File: src/rtl/alu_pkg.sv
// Shared types and constants for the ALU arbitration slice: operation encodings,
// flag bundle and datapath width.
package alu_pkg;

  localparam int DATA_W = 64;

  typedef enum logic [2:0] {
    ALU_PASS_B   = 3'b000,
    ALU_ADD      = 3'b010,
    ALU_SUBTRACT = 3'b011,
    ALU_AND      = 3'b100,
    ALU_OR       = 3'b101,
    ALU_XOR      = 3'b110
  } alu_op_t;

  typedef struct packed {
    logic n;
    logic z;
    logic c;
    logic v;
  } alu_flags_t;

endpackage

File: src/rtl/alu.sv
// Combinational 64-bit ALU. Carry on subtract is "no borrow"; logical ops and
// unknown encodings report C=V=0, and unknown encodings produce a zero result.
module alu
  import alu_pkg::*;
(
  input  logic [DATA_W-1:0] a,
  input  logic [DATA_W-1:0] b,
  input  logic [2:0]        cntrl,
  output logic [DATA_W-1:0] result,
  output logic              negative,
  output logic              zero,
  output logic              overflow,
  output logic              carry_out
);

  alu_op_t            op;
  logic               sub;
  logic [DATA_W-1:0]  b_eff;
  logic [DATA_W:0]    sum;

  assign op = alu_op_t'(cntrl);

  always_comb begin
    sub       = (op == ALU_SUBTRACT);
    b_eff     = sub ? ~b : b;
    sum       = {1'b0, a} + {1'b0, b_eff} + {{DATA_W{1'b0}}, sub};
    result    = '0;
    carry_out = 1'b0;
    overflow  = 1'b0;
    case (op)
      ALU_PASS_B: result = b;
      ALU_ADD, ALU_SUBTRACT: begin
        result    = sum[DATA_W-1:0];
        carry_out = sum[DATA_W];
        overflow  = (a[DATA_W-1] == b_eff[DATA_W-1]) && (sum[DATA_W-1] != a[DATA_W-1]);
      end
      ALU_AND: result = a & b;
      ALU_OR:  result = a | b;
      ALU_XOR: result = a ^ b;
      default: result = '0;
    endcase
    negative = result[DATA_W-1];
    zero     = (result == '0);
  end

endmodule

File: src/rtl/rr_arbiter.sv
// Round-robin arbiter: searches from last_grant+1 and only moves its pointer
// when the caller reports that the grant was actually taken.
module rr_arbiter #(
  parameter int N = 2
) (
  input  logic         clk,
  input  logic         rst_n,
  input  logic [N-1:0] req,
  input  logic         enable,
  input  logic         accept,
  output logic [N-1:0] grant
);

  localparam int IDW = (N > 1) ? $clog2(N) : 1;

  logic [IDW-1:0] last_q, last_d;
  logic [IDW-1:0] win;
  logic [IDW-1:0] idx;
  logic           found;

  always_comb begin
    win   = last_q;
    idx   = last_q;
    found = 1'b0;
    for (int i = 1; i <= N; i++) begin
      idx = IDW'((int'(last_q) + i) % N);
      if (!found && req[idx]) begin
        found = 1'b1;
        win   = idx;
      end
    end
    grant = '0;
    if (enable && found) grant[win] = 1'b1;
    last_d = accept ? win : last_q;
  end

  always_ff @(posedge clk or negedge rst_n) begin
    if (!rst_n) last_q <= IDW'(N - 1);
    else        last_q <= last_d;
  end

endmodule

File: src/rtl/alu_arbiter.sv
// Shares one ALU between NUM_REQ requesters: round-robin grant into an operand
// register, ALU evaluation, one-entry response buffer, plus the NZCV register.
module alu_arbiter
  import alu_pkg::*;
#(
  parameter int NUM_REQ = 2
) (
  input  logic                      clk,
  input  logic                      rst_n,
  input  logic [NUM_REQ-1:0]        req_valid,
  output logic [NUM_REQ-1:0]        req_ready,
  input  logic [NUM_REQ*DATA_W-1:0] req_a,
  input  logic [NUM_REQ*DATA_W-1:0] req_b,
  input  logic [NUM_REQ*3-1:0]      req_cntrl,
  input  logic [NUM_REQ-1:0]        req_setflags,
  output logic [NUM_REQ-1:0]        rsp_valid,
  input  logic [NUM_REQ-1:0]        rsp_ready,
  output logic [DATA_W-1:0]         rsp_result,
  output logic                      rsp_negative,
  output logic                      rsp_zero,
  output logic                      rsp_overflow,
  output logic                      rsp_carry_out,
  output logic                      flag_n,
  output logic                      flag_z,
  output logic                      flag_c,
  output logic                      flag_v
);

  localparam int IDW = $clog2(NUM_REQ);

  logic [DATA_W-1:0] a_arr [NUM_REQ];
  logic [DATA_W-1:0] b_arr [NUM_REQ];
  logic [2:0]        c_arr [NUM_REQ];

  logic              op_valid_q, op_valid_d;
  logic [IDW-1:0]    op_id_q, op_id_d;
  logic [DATA_W-1:0] op_a_q, op_a_d, op_b_q, op_b_d;
  logic [2:0]        op_cntrl_q, op_cntrl_d;
  logic              op_setflags_q, op_setflags_d;

  logic              rsp_valid_q, rsp_valid_d;
  logic [IDW-1:0]    rsp_id_q, rsp_id_d;
  logic [DATA_W-1:0] rsp_result_q, rsp_result_d;
  alu_flags_t        rsp_flags_q, rsp_flags_d;
  alu_flags_t        flags_q, flags_d;

  logic [DATA_W-1:0] alu_result;
  alu_flags_t        alu_flags;
  logic [NUM_REQ-1:0] grant;
  logic [IDW-1:0]    grant_id;
  logic              accept, rsp_hs, op_adv, grant_possible;

  generate
    for (genvar gi = 0; gi < NUM_REQ; gi++) begin : g_req
      assign a_arr[gi]     = req_a[gi*DATA_W +: DATA_W];
      assign b_arr[gi]     = req_b[gi*DATA_W +: DATA_W];
      assign c_arr[gi]     = req_cntrl[gi*3 +: 3];
      assign rsp_valid[gi] = rsp_valid_q && (rsp_id_q == IDW'(gi));
    end
  endgenerate

  assign rsp_hs         = rsp_valid_q && rsp_ready[rsp_id_q];
  assign op_adv         = op_valid_q && (!rsp_valid_q || rsp_hs);
  assign grant_possible = !op_valid_q || op_adv;
  assign req_ready      = grant;
  assign accept         = |(req_valid & grant);

  // rst_n gates the enable so req_ready reads 0 for the whole reset window
  rr_arbiter #(.N(NUM_REQ)) u_rr (
    .clk    (clk),
    .rst_n  (rst_n),
    .req    (req_valid),
    .enable (grant_possible && rst_n),
    .accept (accept),
    .grant  (grant)
  );

  alu u_alu (
    .a         (op_a_q),
    .b         (op_b_q),
    .cntrl     (op_cntrl_q),
    .result    (alu_result),
    .negative  (alu_flags.n),
    .zero      (alu_flags.z),
    .overflow  (alu_flags.v),
    .carry_out (alu_flags.c)
  );

  always_comb begin
    grant_id = '0;
    for (int i = 0; i < NUM_REQ; i++) begin
      if (grant[i]) grant_id = IDW'(i);
    end
  end

  always_comb begin
    op_valid_d    = op_valid_q;
    op_id_d       = op_id_q;
    op_a_d        = op_a_q;
    op_b_d        = op_b_q;
    op_cntrl_d    = op_cntrl_q;
    op_setflags_d = op_setflags_q;
    if (accept) begin
      op_valid_d    = 1'b1;
      op_id_d       = grant_id;
      op_a_d        = a_arr[grant_id];
      op_b_d        = b_arr[grant_id];
      op_cntrl_d    = c_arr[grant_id];
      op_setflags_d = req_setflags[grant_id];
    end else if (op_adv) begin
      op_valid_d = 1'b0;
    end

    rsp_valid_d  = rsp_valid_q;
    rsp_id_d     = rsp_id_q;
    rsp_result_d = rsp_result_q;
    rsp_flags_d  = rsp_flags_q;
    if (op_adv) begin
      rsp_valid_d  = 1'b1;
      rsp_id_d     = op_id_q;
      rsp_result_d = alu_result;
      rsp_flags_d  = alu_flags;
    end else if (rsp_hs) begin
      rsp_valid_d = 1'b0;
    end

    // NZCV commits with the op entering RSP, so flags track issue order
    flags_d = flags_q;
    if (op_adv && op_setflags_q) begin
      case (alu_op_t'(op_cntrl_q))
        ALU_ADD, ALU_SUBTRACT: flags_d = alu_flags;
        ALU_PASS_B, ALU_AND, ALU_OR, ALU_XOR: begin
          flags_d.n = alu_flags.n;
          flags_d.z = alu_flags.z;
          flags_d.c = 1'b0;
          flags_d.v = 1'b0;
        end
        default: flags_d = flags_q;
      endcase
    end
  end

  always_ff @(posedge clk or negedge rst_n) begin
    if (!rst_n) begin
      op_valid_q    <= 1'b0;
      op_id_q       <= '0;
      op_a_q        <= '0;
      op_b_q        <= '0;
      op_cntrl_q    <= '0;
      op_setflags_q <= 1'b0;
      rsp_valid_q   <= 1'b0;
      rsp_id_q      <= '0;
      rsp_result_q  <= '0;
      rsp_flags_q   <= '0;
      flags_q       <= '0;
    end else begin
      op_valid_q    <= op_valid_d;
      op_id_q       <= op_id_d;
      op_a_q        <= op_a_d;
      op_b_q        <= op_b_d;
      op_cntrl_q    <= op_cntrl_d;
      op_setflags_q <= op_setflags_d;
      rsp_valid_q   <= rsp_valid_d;
      rsp_id_q      <= rsp_id_d;
      rsp_result_q  <= rsp_result_d;
      rsp_flags_q   <= rsp_flags_d;
      flags_q       <= flags_d;
    end
  end

  assign rsp_result    = rsp_result_q;
  assign rsp_negative  = rsp_flags_q.n;
  assign rsp_zero      = rsp_flags_q.z;
  assign rsp_overflow  = rsp_flags_q.v;
  assign rsp_carry_out = rsp_flags_q.c;
  assign flag_n        = flags_q.n;
  assign flag_z        = flags_q.z;
  assign flag_c        = flags_q.c;
  assign flag_v        = flags_q.v;

endmodule

File: config.mk
export PLATFORM = sky130hd
export DESIGN_NAME = alu_arbiter
export DESIGN_NICKNAME = d
export VERILOG_FILES = /design/src/rtl/alu_pkg.sv /design/src/rtl/alu.sv /design/src/rtl/rr_arbiter.sv /design/src/rtl/alu_arbiter.sv
export SDC_FILE = /design/constraint.sdc
export NUM_CORES = 1
export LEC_CHECK = 0
export CAP_MARGIN = 5
export CORE_MARGIN = 1.5
export CORE_UTILIZATION = 45
export CTS_CLUSTER_SIZE = 10
export DETAILED_ROUTE_END_ITERATION = 8
export GPL_TIMING_DRIVEN = 0
export HOLD_SLACK_MARGIN = 0.12
export PLACE_DENSITY = 0.78
export REMOVE_ABC_BUFFERS = 1
export SLEW_MARGIN = 30
export SYNTH_ARGS = -nofsm -noshare
export SYNTH_HDL_FRONTEND = slang
export SYNTH_SLANG_ARGS = --single-unit
File: constraint.sdc
create_clock -name clk -period 13.65 [get_ports clk]
set_input_delay 4.095 -clock clk [delete_from_list [all_inputs] [get_ports clk]]
set_output_delay 4.095 -clock clk [all_outputs]
set_load 0.1 [all_outputs]
* Yosys cells after proc, flatten, opt, wreduce, memory -nomap -nowiden
Cells that the tools add are included.
** Storage, ports and cells
- Register bits :: 209
- Input bits :: 270
- Logic and storage cells :: 101
** Operators by class
- Bitwise gates (word level) :: 7
- Mux-type cells :: 34
- Add/subtract/negate cells :: 4
- Order comparisons :: 7
- Eq/ne operators :: 7
- Reductions and logical operators :: 24
** Operators with widths (number)
- $mux 64 :: 7
- $pmux 64 s5 :: 1
- $add 64x64->65 :: 1
- $add 65x1->65 :: 1
- $and 64x64->64 :: 1
- $logic_not 64->1 :: 1
- $not 64->64 :: 1
- $or 64x64->64 :: 1
- $xor 64x64->64 :: 1
- $mux 1 :: 20
- $logic_and 1x1->1 :: 10
- $lt 1x2->1 const B :: 5
- $eq 3x3->1 const B :: 3
- $mux 3 :: 3
- $pmux 4 s2 :: 1
- $eq 3x2->1 const B :: 2
- $reduce_bool 2->1 :: 3
- $reduce_or 2->1 :: 2
- $reduce_or 4->1 :: 1
- $logic_not 1->1 :: 3
- $logic_not 3->1 :: 1
- $add 1x1->1 const B :: 2
- $and 2x2->2 :: 1
- $ge 2x2->1 const B :: 1
- other kinds (9) :: 10

* Logic depth before layout (Yosys ltp)
- Depth after elaboration :: 17
- Depth in mapped cells :: 24
- Gate-level depth less buffers :: 17

* Hierarchy
A second synthesis with hierarchy kept.
** Second synthesis, totals
- Cells, all modules :: 2018
- Area, all modules :: 17727.0 sq um
** By module, submodules not included
- alu_arbiter :: cells each 752, area an instance 8909.8 sq um, times used 1, sequential area each 5205.0 sq um
- alu :: cells each 1258, area an instance 8758.4 sq um, times used 1, sequential area each 0.0 sq um
- rr_arbiter :: cells each 8, area an instance 58.8 sq um, times used 1, sequential area each 26.3 sq um

* Least setup slack after synthesis
OpenSTA, ideal clock, no wires.
- Kind :: input to output
- From :: input req_valid[1]
- To :: output req_ready[0]
- Setup slack :: 2.644 ns
- Path buffers :: 2
- Stages on the path :: 5
- Arrival :: 6.911 ns
- Path through :: inv_1 mux2i_1 clkbuf_1 clkbuf_1 a211oi_1
** Between the ends
- Cells in the longest elaborated chain, start to end :: 11
** RTL lines
- start: declaration :: line alu_arbiter.sv:10 : input logic [NUM_REQ-1:0] req_valid,
- $mux 1 (implied by the code) (2 in a row) :: line rr_arbiter.sv:27 : if (!found && req[idx]) begin
- $mux 1 :: line rr_arbiter.sv:27
- $logic_not 1->1 :: line rr_arbiter.sv:27
- $logic_and 1x1->1 :: line rr_arbiter.sv:27
- $mux 1 :: line rr_arbiter.sv:27
- $lt 1x2->1 (implied by the code) / $ge 1x1->1 (equally long branches) :: line rr_arbiter.sv:33 : if (enable && found) grant[win] = 1'b1;
- $logic_and 1x1->1 (implied by the code) :: line rr_arbiter.sv:33
- $mux 1 (implied by the code) :: line rr_arbiter.sv:33
- $demux 1 s1
- $mux 2 * :: line rr_arbiter.sv:33
- end: declaration :: line alu_arbiter.sv:11 : output logic [NUM_REQ-1:0] req_ready,
Every way passes the cells marked *; elsewhere a longest branch is shown, timed or not. The select of a mux whose other input is x is not followed.

* Worst setup path in the final report
- From :: input req_valid[0]
- To :: output req_ready[1]
The elaborated chain is that of the path after synthesis.

==> metrics.txt <==
# TYPE chip_impl_metric gauge
chip_impl_metric{name="area.growth.synth_to_final",unit="%"} 28.00
chip_impl_metric{name="number_of_enable_type_register_cells_in_the_synthesized_netlist",unit=""} 0
chip_impl_metric{name="first_global_vias",unit=""} 17530
chip_impl_metric{name="fin_worst_skew",unit="ps"} 13.44
chip_impl_metric{name="detail_route.wl_per_cell",unit="um"} 20.53
chip_impl_metric{name="power_frac_seq",unit=""} 0.180
chip_impl_metric{name="postCtsResizedCells",unit=""} 0
chip_impl_metric{name="psw",unit="mW"} 3.456
chip_impl_metric{name="drive_above_1_share",unit=""} 0.04545
chip_impl_metric{name="power_density",unit="nW/um^2"} 264.1
chip_impl_info{name="r2r-start",value="op_cntrl_q[1]"} 1
chip_impl_metric{name="cts_buffer_depth",unit=""} 3
chip_impl_metric{name="number_of_max_cap_violations",unit=""} 0
chip_impl_metric{name="critical_path.max_fanout",unit=""} 30
chip_impl_metric{name="number_of_standard_cells_in_the_final_layout_excluding_fillers",unit=""} 3034
chip_impl_info{name="crit_type",value="primary input to output pin"} 1
chip_impl_metric{name="netlist-cell-type-count",unit=""} 77
chip_impl_metric{name="pin_count_of_the_biggest_net_entering_global_routing",unit=""} 90
chip_impl_metric{name="placement.io_buffers",unit=""} 345
chip_impl_metric{name="grt.overflow.total",unit=""} 0
chip_impl_metric{name="syn_area",unit="um^2"} 18090
chip_impl_metric{name="holdPathStages",unit=""} 2
chip_impl_metric{name="tightestPinTransition",unit="ps"} 1021
chip_impl_metric{name="remaining_number_of_nets_flagged_by_the_antenna_check_after_routing",unit=""} 0
chip_impl_metric{name="total_grt_usage",unit=""} 0.2985
chip_impl_metric{name="route.detailed.vias_per_inst",unit=""} 5.819
chip_impl_metric{name="avgSynthCellArea",unit="um^2"} 8.166
chip_impl_metric{name="firstDrtPassIters",unit=""} 5
chip_impl_metric{name="start_util",unit=""} 0.4552
chip_impl_metric{name="max-vdd-ir-drop",unit="mV"} 0.1700
chip_impl_metric{name="p_int",unit="mW"} 2.659
chip_impl_metric{name="synth_async_sr_flop_share",unit=""} 1.000
chip_impl_info{name="endpoint_of_the_worst_hold_timing_path",value="flag_n"} 1
chip_impl_metric{name="final_min_period_over_clock_period",unit=""} 0.8545
chip_impl_metric{name="multiInputGateArea",unit="um^2"} 11880
chip_impl_metric{name="filler_cell_count",unit=""} 3467
chip_impl_info{name="clock_tree.root_cell",value="sky130_fd_sc_hd__clkbuf_16"} 1
chip_impl_metric{name="detailedPlacementHpwl",unit="um"} 48750
chip_impl_metric{name="clock_tree.htree_level_count",unit=""} 1
chip_impl_metric{name="worst-r2r-cell-count",unit=""} 18
chip_impl_metric{name="ys_seq_area_frac",unit=""} 0.2878
chip_impl_info{name="grt_setup_unrepaired",value="no"} 1
chip_impl_metric{name="place.detailed.instances",unit=""} 2993
chip_impl_metric{name="die_width",unit="um"} 203.5
chip_impl_metric{name="timing.fmax",unit="MHz"} 85.74
chip_impl_metric{name="design.die.area",unit="um^2"} 41410
chip_impl_info{name="tritoncts",value="yes"} 1
chip_impl_metric{name="cts_post_setup_buffers_inserted",unit=""} 0
chip_impl_metric{name="final-hold-violation-count",unit=""} 0
chip_impl_info{name="run_status",value="finished clean"} 1
chip_impl_metric{name="cts.sinks",unit=""} 208
chip_impl_metric{name="postSynthCellCount",unit=""} 2215
chip_impl_metric{name="last_weighted_congestion_value_of_the_routability_driven_placer",unit=""} 0.9042
chip_impl_info{name="endpoint_kind",value="output pin"} 1
chip_impl_info{name="r2r-end",value="rsp_zero"} 1
chip_impl_metric{name="die_y",unit="um"} 203.5
chip_impl_metric{name="layout.nets",unit=""} 2972
chip_impl_metric{name="worst-endpoint-arrival",unit="ps"} 7570
chip_impl_info{name="start_kind",value="primary input"} 1
chip_impl_metric{name="numCtsBuffers",unit=""} 25
chip_impl_metric{name="timing_max_transition_violations_final",unit=""} 0
chip_impl_metric{name="pre_cts_ws",unit="ps"} 2073
chip_impl_metric{name="fin_ws",unit="ps"} 1987
chip_impl_metric{name="p_clk_frac",unit=""} 0.098
chip_impl_metric{name="ys_warn_count",unit=""} 0
chip_impl_metric{name="worstPathRequired",unit="ps"} 9550
chip_impl_metric{name="clkTransAtPathRegs",unit="ps"} 60
chip_impl_metric{name="grt_first_pass_wirelength",unit="um"} 97680
chip_impl_metric{name="storage_cell_area",unit="um^2"} 5213
chip_impl_metric{name="dr_total_vias",unit=""} 17660
chip_impl_metric{name="worst_slew_margin_rel",unit=""} 0.3173
chip_impl_info{name="hp-class",value="flip-flop to flip-flop"} 1
chip_impl_metric{name="dr.first_iter.drc_count",unit=""} 1381
chip_impl_metric{name="route.detailed.drc",unit=""} 0
chip_impl_metric{name="routed_wirelength",unit="um"} 62300
chip_impl_metric{name="swShare",unit=""} 0.5652
chip_impl_metric{name="core_area",unit="um^2"} 39730
chip_impl_metric{name="rows",unit=""} 73
chip_impl_metric{name="setup-violations-final",unit=""} 0
chip_impl_metric{name="clkLatencyLatePin",unit="ps"} 550
chip_impl_metric{name="floorplan.io_pins",unit=""} 346
chip_impl_metric{name="leakage",unit="nW"} 10.39
chip_impl_info{name="worstHoldStart",value="flag_n"} 1
chip_impl_info{name="ys_dominant_reg_cell",value="sky130_fd_sc_hd__dfrtp_1"} 1
chip_impl_metric{name="share_comb_of_total_power",unit=""} 0.722
chip_impl_metric{name="utilization",unit=""} 0.5827
chip_impl_metric{name="antenna_found_initial",unit=""} 1
chip_impl_metric{name="cts_hold_buf",unit=""} 0
chip_impl_metric{name="r2r_slack",unit="ps"} 6560
chip_impl_metric{name="synth-seq-cells",unit=""} 208
chip_impl_metric{name="period_needed",unit="ps"} 11660
## synthesized netlist by cell type (5+ instances only)
| library cell | number | share of area |
|---|---|---|
| sky130_fd_sc_hd__a21oi_1 | 262 | 0.072 |
| sky130_fd_sc_hd__nor2_1 | 223 | 0.046 |
| sky130_fd_sc_hd__nand2_1 | 221 | 0.046 |
| sky130_fd_sc_hd__dfrtp_1 | 207 | 0.29 |
| sky130_fd_sc_hd__ha_1 | 206 | 0.14 |
| sky130_fd_sc_hd__mux2i_1 | 159 | 0.088 |
| sky130_fd_sc_hd__inv_1 | 145 | 0.030 |
| sky130_fd_sc_hd__o21ai_0 | 109 | 0.030 |
| sky130_fd_sc_hd__clkbuf_1 | 87 | 0.018 |
| sky130_fd_sc_hd__xnor2_1 | 80 | 0.039 |
| sky130_fd_sc_hd__nand4_1 | 43 | 0.015 |
| sky130_fd_sc_hd__o211ai_1 | 38 | 0.016 |
| sky130_fd_sc_hd__a22oi_1 | 37 | 0.015 |
| sky130_fd_sc_hd__nand3_1 | 33 | 0.0091 |
| sky130_fd_sc_hd__nor3_1 | 32 | 0.0089 |
| sky130_fd_sc_hd__buf_2 | 26 | 0.0072 |
| sky130_fd_sc_hd__xor2_1 | 22 | 0.011 |
| sky130_fd_sc_hd__o21ai_1 | 20 | 0.0055 |
| sky130_fd_sc_hd__a211oi_1 | 19 | 0.0079 |
| sky130_fd_sc_hd__a21o_1 | 15 | 0.0062 |
| sky130_fd_sc_hd__a31oi_1 | 14 | 0.0048 |
| sky130_fd_sc_hd__o22ai_1 | 14 | 0.0048 |
| sky130_fd_sc_hd__a221oi_1 | 12 | 0.0058 |
| sky130_fd_sc_hd__buf_1 | 12 | 0.0025 |
| sky130_fd_sc_hd__o21a_1 | 11 | 0.0046 |
| sky130_fd_sc_hd__and4_1 | 10 | 0.0048 |
| sky130_fd_sc_hd__and2_1 | 9 | 0.0031 |
| sky130_fd_sc_hd__nor4_1 | 8 | 0.0028 |
| sky130_fd_sc_hd__o21bai_1 | 8 | 0.0033 |
| sky130_fd_sc_hd__o31ai_1 | 8 | 0.0033 |
| sky130_fd_sc_hd__a22o_1 | 7 | 0.0034 |
| sky130_fd_sc_hd__o41ai_1 | 7 | 0.0034 |
| sky130_fd_sc_hd__and3_1 | 6 | 0.0021 |
| sky130_fd_sc_hd__mux2_2 | 6 | 0.0037 |
| sky130_fd_sc_hd__nand2b_1 | 6 | 0.0021 |
| sky130_fd_sc_hd__o221ai_1 | 6 | 0.0029 |
| sky130_fd_sc_hd__or3_1 | 6 | 0.0021 |
| sky130_fd_sc_hd__a2111oi_0 | 5 | 0.0024 |
| sky130_fd_sc_hd__a31o_2 | 5 | 0.0024 |
| sky130_fd_sc_hd__buf_4 | 5 | 0.0021 |
| sky130_fd_sc_hd__nor2b_1 | 5 | 0.0017 |
## worst max-delay path by stage
stage	from	end	slack (ps)	cells past startpoint
final	req_valid[0]	req_ready[1]	1990	8
after global placement	rst_n	req_ready[1]	-18820	5
after CTS	req_valid[0]	req_ready[1]	2010	8
after detailed placement	req_valid[0]	req_ready[1]	2070	8
after global routing	req_valid[0]	req_ready[1]	1880	8
after floorplan	req_valid[0]	req_ready[0]	-9660	2
## layout by cell type, fill, tap and decap left out, types with 7 or more instances in the layout
| cell type | instances |
|---|---|
| sky130_fd_sc_hd__and4_1 | 10 |
| sky130_fd_sc_hd__o211ai_1 | 38 |
| sky130_fd_sc_hd__nor3_1 | 31 |
| sky130_fd_sc_hd__nand4_1 | 43 |
| sky130_fd_sc_hd__o21ai_0 | 109 |
| sky130_fd_sc_hd__o21ai_1 | 20 |
| sky130_fd_sc_hd__a22o_1 | 7 |
| sky130_fd_sc_hd__buf_4 | 9 |
| sky130_fd_sc_hd__o21a_1 | 11 |
| sky130_fd_sc_hd__buf_16 | 13 |
| sky130_fd_sc_hd__ha_1 | 206 |
| sky130_fd_sc_hd__nand2_1 | 219 |
| sky130_fd_sc_hd__o21bai_1 | 8 |
| sky130_fd_sc_hd__nand3_1 | 32 |
| sky130_fd_sc_hd__clkbuf_1 | 12 |
| sky130_fd_sc_hd__and2_1 | 9 |
| sky130_fd_sc_hd__xor2_1 | 22 |
| sky130_fd_sc_hd__a21o_1 | 15 |
| sky130_fd_sc_hd__clkdlybuf4s50_1 | 343 |
| sky130_fd_sc_hd__inv_1 | 145 |
| sky130_fd_sc_hd__dfrtp_1 | 204 |
| sky130_fd_sc_hd__a211oi_1 | 19 |
| sky130_fd_sc_hd__a31oi_1 | 14 |
| sky130_fd_sc_hd__o31ai_1 | 8 |
| sky130_fd_sc_hd__xnor2_1 | 80 |
| sky130_fd_sc_hd__mux2i_1 | 158 |
| sky130_fd_sc_hd__a22oi_1 | 37 |
| sky130_fd_sc_hd__clkbuf_16 | 25 |
| sky130_fd_sc_hd__buf_8 | 13 |
| sky130_fd_sc_hd__a221oi_1 | 12 |
| sky130_fd_sc_hd__a21oi_1 | 261 |
| sky130_fd_sc_hd__nor4_1 | 7 |
| sky130_fd_sc_hd__o22ai_1 | 14 |
| sky130_fd_sc_hd__nor2_1 | 223 |
## worst max-delay path, stage by stage
cell and delay (ps):
sky130_fd_sc_hd__clkdlybuf4s50_1 540, sky130_fd_sc_hd__o21ai_0 290, sky130_fd_sc_hd__a21oi_4 670, sky130_fd_sc_hd__buf_16 250, sky130_fd_sc_hd__buf_8 220, sky130_fd_sc_hd__buf_16 190
sky130_fd_sc_hd__and2_1 140, sky130_fd_sc_hd__clkdlybuf4s50_1 1130
## logic make-up after synthesis
kind of cell	synth area share
buffers and inverters	0.06074
xor gates and xnor gates	0.04939
AOI/OAI and AO/OA	0.2129
DFF	0.2878
adders and majority gates	0.1436
and+or+nand+nor	0.1532
muxes	0.09235
## area by class of cell
type                    count  area share
flip-flops and latches    208      0.2252
multi-input cells        1730      0.5130
repair buffers            384      0.1793
inverters                 146     0.02367
clock buffers              39     0.03016
clock inverters             1   0.0002162
diodes                      1   0.0001081
well taps                 525     0.02837
## state kept, by name, summed over array words and instances (netlist names)
signal / count
flag_c: 1
flag_n: 1
flag_v: 1
flag_z: 1
op_a_q: 64
op_b_q: 64
op_cntrl_q: 3
op_id_q: 1
op_setflags_q: 1
op_valid_q: 1
rsp_carry_out: 1
rsp_id_q: 1
rsp_overflow: 1
rsp_result: 64
rsp_valid_q: 1
rsp_zero: 1
u_rr.last_q: 1
## metal layers
layer	wire length [um]	global-route usage
met1	27010	0.3944
met2	29570	0.5038
met3	4098	0.04890
met4	1625	0.08148
met5	0	0
## power groups by stage
| stage | clock [mW] | combinational (mW) | sequential, mW |
|---|---|---|---|
| 6_report | 0.600 | 4.41 | 1.10 |
| 3_3_place_gp | 0 | 4.35 | 1.11 |
| 4_1_cts | 0.609 | 4.37 | 1.10 |
| 2_1_floorplan | 0 | 2.50 | 1.67 |
| 3_5_place_dp | 0 | 4.34 | 1.11 |
| 5_1_grt | 0.630 | 4.78 | 1.13 |
## metrics by stage
step	setup TNS [ps]	hold WS (ps)	power (mW)	instance area (um^2)
after floorplan	-206270	439.4	4.176	17540
after global placement	-1885890	446.1	5.459	21650
after detailed placement	0	470.3	5.443	22440
after CTS	0	483.0	6.080	23140
after global routing	0	508.7	6.543	23150
final	0	477.3	6.115	23150
Note: power is estimated with default switching activity, not from simulation.
==> variant 1 (config.mk and constraints unchanged) <==
Make the reset (`rst_n`) synchronous in 2 clocked blocks.
--- a/src/rtl/rr_arbiter.sv
+++ b/src/rtl/rr_arbiter.sv
@@ -34,7 +34,7 @@
     last_d = accept ? win : last_q;
   end
 
-  always_ff @(posedge clk or negedge rst_n) begin
+  always_ff @(posedge clk) begin
     if (!rst_n) last_q <= IDW'(N - 1);
     else        last_q <= last_d;
   end
--- a/src/rtl/alu_arbiter.sv
+++ b/src/rtl/alu_arbiter.sv
@@ -140,7 +140,7 @@
     end
   end
 
-  always_ff @(posedge clk or negedge rst_n) begin
+  always_ff @(posedge clk) begin
     if (!rst_n) begin
       op_valid_q    <= 1'b0;
       op_id_q       <= '0;
Behaviour: not the same (Yosys sat finds a counterexample within 4 cycles, from zero or initial values and one cycle with rst_n low; the reset may be asserted at any time).
==> variant 1 against the original RTL <==
  * Worst setup slack worse by 0.93 ns
  * Area after synthesis down 0.21%
  * Wire length up 3.9%
  * First-iteration DRC count down 2.0%
  * Register-to-register slack worse by 0.84 ns
  * Global-route usage up 0.51 points
  * Design area down 0.43%
  * Synthesized cell count up 4.7%
  * Hold slack worse by 0.013 ns
  * Sequential cell count unchanged
  * Critical path depth up 4
  * Critical path type unchanged
  * Largest cell class unchanged
Power is not compared: it rests on default switching activity, and its combinational part moved more than twofold at a synthesized area within 25%.
==> variant 1: results (changes against the original RTL) <==
- Result of the run: completed (unchanged)
- Number of buffers on the longest clock path: 3 (unchanged)
- Met2 Track Usage GR: 0.510 (was 0.504)
- Post-Synthesis Cells: 2320 (was 2215)
- Pin count of the biggest net entering global routing: 90 (unchanged)
- Distinct cells, synth: 88 (was 77)
- Maximum fanout along the worst path: 89 (was 30)
- Async set-or-reset flop fraction in the synthesized netlist: 0 (was 1.00)
- Iteration-0 DRC count of the detailed router: 1354 (was 1381)
- Top cells by instance count after synthesis: 312 x sky130_fd_sc_hd__nor2_1, 208 x sky130_fd_sc_hd__dfxtp_1, 206 x sky130_fd_sc_hd__ha_1, 175 x sky130_fd_sc_hd__a211oi_1, 166 x sky130_fd_sc_hd__mux2i_1 (was 262 x sky130_fd_sc_hd__a21oi_1, 223 x sky130_fd_sc_hd__nor2_1, 221 x sky130_fd_sc_hd__nand2_1, 207 x sky130_fd_sc_hd__dfrtp_1, 206 x sky130_fd_sc_hd__ha_1)
- Final non-filler cell area: 23100 µm² (was 23200 µm²)
- Number of buffers inserted during clock tree synthesis: 26 (was 25)
- Origin of the critical flop-to-flop path: op_cntrl_q[1] (unchanged)
- Port bufs: 345 (unchanged)
- Overall global routing resource usage: 0.304 (was 0.298)
- Detailed Routing Iterations Pass 1: 6 (was 5)
- Hold Startpoint: rsp_result[32] (was flag_n)
- Slew headroom: 0.304 (was 0.317)
- Total length of routed met2 wires: 30100 µm (was 29600 µm)
- Share of post-route cells with drive strength above 1: 0.0479 (was 0.0455)
- Met1 track utilization from global routing: 0.404 (was 0.394)
- Worst slack, placed: 1.14 ns (was 2.07 ns)
- Aggregate routed wire length: 64700 µm (was 62300 µm)
- Routed length on met3: 3750 µm (was 4100 µm)
- Met1 Routed Length: 28700 µm (was 27000 µm)
- Met3 layer usage reported by global route: 0.0337 (was 0.0489)
- Startpoint of the worst setup timing path: rst_n (was req_valid[0])
- Top cells by area, synth: sky130_fd_sc_hd__dfxtp_1 23%, sky130_fd_sc_hd__ha_1 14%, sky130_fd_sc_hd__mux2i_1 9.2%, sky130_fd_sc_hd__a211oi_1 7.3%, sky130_fd_sc_hd__nor2_1 6.5% (was sky130_fd_sc_hd__dfrtp_1 29%, sky130_fd_sc_hd__ha_1 14%, sky130_fd_sc_hd__mux2i_1 8.8%, sky130_fd_sc_hd__a21oi_1 7.2%, sky130_fd_sc_hd__nor2_1 4.6%)
- DR vias/cell: 5.98 (was 5.82)
- Estimated wirelength of the detail-placed design: 51000 µm (was 48800 µm)
- Number of nets in the layout: 3053 (was 2972)
- Vias in the first global route: 18100 (was 17500)
- Count of filler cells inserted in the layout: 3513 (was 3467)
- Mean routed wirelength per cell: 20.8 µm (was 20.5 µm)
- GP Congestion: 0.981 (was 0.904)
- First-pass GRT wire length: 100000 µm (was 97700 µm)
- Fraction of the yosys area taken by sequential cells: 0.231 (was 0.288)
- Max Clock Skew: 0.0129 ns (was 0.0134 ns)
- Number of antenna violations at the first check in global routing: 0 (was 1)
- Antenna diode count: 0 (was 1)
- Area post-placement: 22300 µm² (was 22400 µm²)
-- variant 1: path summary, 6_finish.rpt --
path	endpoint	slack (ns)	depth (start not counted)
setup reg to reg	flag_z	5.72	20
setup / recovery	req_ready[1]	1.06	12
hold / removal	rsp_result[32]	0.46	2
hold reg to reg	rsp_result[32]	0.46	2
-- variant 1: cell type report --
cell class,count,share of cell area
Tap cell,525,0.0285
Clock buffer,35,0.0310
Multi-Input combinational cell,1804,0.552
Inverter,147,0.0242
Sequential cell,208,0.181
Clock inverter,4,0.00353
Timing Repair Buffer,389,0.180
-- variant 1: kinds of logic after synthesis --
kind of cell               Yosys count  share of synthesized area
and+or+nand+nor                    654                      0.162
DFF                                208                      0.231
buffers and inverters              308                     0.0695
xor gates and xnor gates           101                     0.0490
AOI/OAI and AO/OA                  674                      0.252
adders and majority gates          207                      0.144
muxes                              168                     0.0933
==> variant 2 (same flow settings) <==
Without the edit above. Set the package constant `DATA_W` to 68 (it was 64).
--- a/src/rtl/alu_pkg.sv
+++ b/src/rtl/alu_pkg.sv
@@ -2,7 +2,7 @@
 // flag bundle and datapath width.
 package alu_pkg;
 
-  localparam int DATA_W = 64;
+  localparam int DATA_W = 68;
 
   typedef enum logic [2:0] {
     ALU_PASS_B   = 3'b000,
Ports: changed (resized req_a, req_b and rsp_result); port bits go from 346 to 366. The function was not compared with the original's and may differ.
==> variant 2 against the original RTL <==
  * Clock power increased by 5.3%
  * Wire length increased by 1.0%
  * Maximum frequency decreased by 0.78%
  * Worst setup slack got worse by 0.091 ns
  * Die area increased by 5.3%
  * Cell count increased by 4.3%
  * Non-clock buffer count increased by 19
  * Area after synthesis increased by 5.4%
  * Utilization about the same
  * Design area increased by 5.3%
  * Register-to-register slack improved by 0.18 ns
  * Sequential cell count increased by 12
  * Total power increased by 4.6%
  * Clock skew decreased by 0.0022 ns
  * Critical endpoint unchanged
==> variant 2: results (changes against the original RTL) <==
- Distinct cells, synth: 83 (was 77)
- Post-Synthesis Cells: 2320 (was 2215)
- Port bufs: 365 (was 345)
- Top cells by instance count after synthesis: 268 x sky130_fd_sc_hd__a21oi_1, 253 x sky130_fd_sc_hd__nor2_1, 219 x sky130_fd_sc_hd__dfrtp_1, 219 x sky130_fd_sc_hd__nand2_1, 215 x sky130_fd_sc_hd__ha_1 (was 262 x sky130_fd_sc_hd__a21oi_1, 223 x sky130_fd_sc_hd__nor2_1, 221 x sky130_fd_sc_hd__nand2_1, 207 x sky130_fd_sc_hd__dfrtp_1, 206 x sky130_fd_sc_hd__ha_1)
- Top cells by area, synth: sky130_fd_sc_hd__dfrtp_1 29%, sky130_fd_sc_hd__ha_1 14%, sky130_fd_sc_hd__mux2i_1 8.8%, sky130_fd_sc_hd__a21oi_1 7.0%, sky130_fd_sc_hd__nor2_1 5.0% (was sky130_fd_sc_hd__dfrtp_1 29%, sky130_fd_sc_hd__ha_1 14%, sky130_fd_sc_hd__mux2i_1 8.8%, sky130_fd_sc_hd__a21oi_1 7.2%, sky130_fd_sc_hd__nor2_1 4.6%)
- Worst r2r path cells: 17 (was 18)
- Worst-case hold path end point: rsp_result[52] (was flag_n)
- Antenna diode count: 0 (was 1)
- Result of the run: completed (unchanged)
- Count of filler cells inserted in the layout: 3694 (was 3467)
- Arrival time of data at the critical path endpoint: 7.66 ns (was 7.57 ns)
- Vias post-DR: 18300 (was 17700)
- Max Clock Skew: 0.0113 ns (was 0.0134 ns)
- DR vias/cell: 5.78 (was 5.82)
- Overall global routing resource usage: 0.283 (was 0.298)
- Power dissipated in the clock network: 632 µW (was 600 µW)
- Share of post-route cells with drive strength above 1: 0.0442 (was 0.0455)
- Max IR drop VDD: 0.000185 V (was 0.000170 V)
- Number of antenna violations at the first check in global routing: 0 (was 1)
- GP Congestion: 0.947 (was 0.904)
- Post-synthesis share of cell area spent on full adders, half adders and majority gates: 0.142 (was 0.144)
- Maximum fanout along the worst path: 29 (was 30)
- Static Leakage: 10.9 nW (was 10.4 nW)
- Mux cell area share after synthesis: 0.0912 (was 0.0923)
- Mean routed wirelength per cell: 19.9 µm (was 20.5 µm)
-- variant 2: layout make-up --
type	count	area [µm²]	area share
Multi-Input combinational cell	1805	12500	0.512
Inverter	155	582	0.0239
Clock inverter	1	5.00	0.000205
Timing Repair Buffer	403	4390	0.180
Tap cell	539	674	0.0277
Sequential cell	220	5510	0.226
Clock buffer	41	738	0.0303
-- variant 2: per-stage QoR --
stage                     hold WS, ns  total power, mW  instance area, µm²  worst slack (ns)   TNS, ns
after floorplan                 0.439             4.44               18500            -10.54   -307.46
after global placement          0.455             5.72               22800            -19.68  -2273.77
after detailed placement        0.465             5.71               23600              1.88         0
after CTS                       0.478             6.37               24400              1.87         0
after global routing            0.511             6.85               24400              1.72         0
final                           0.473             6.40               24400              1.90         0
-- variant 2: metal layers --
layer,GRT usage,routed length [µm],vias to the layer above
met5,0,0,-
met2,0.483,29800,574
met3,0.0382,3590,99
met1,0.376,28000,8812
met4,0.0800,1550,0
li1,-,-,8790
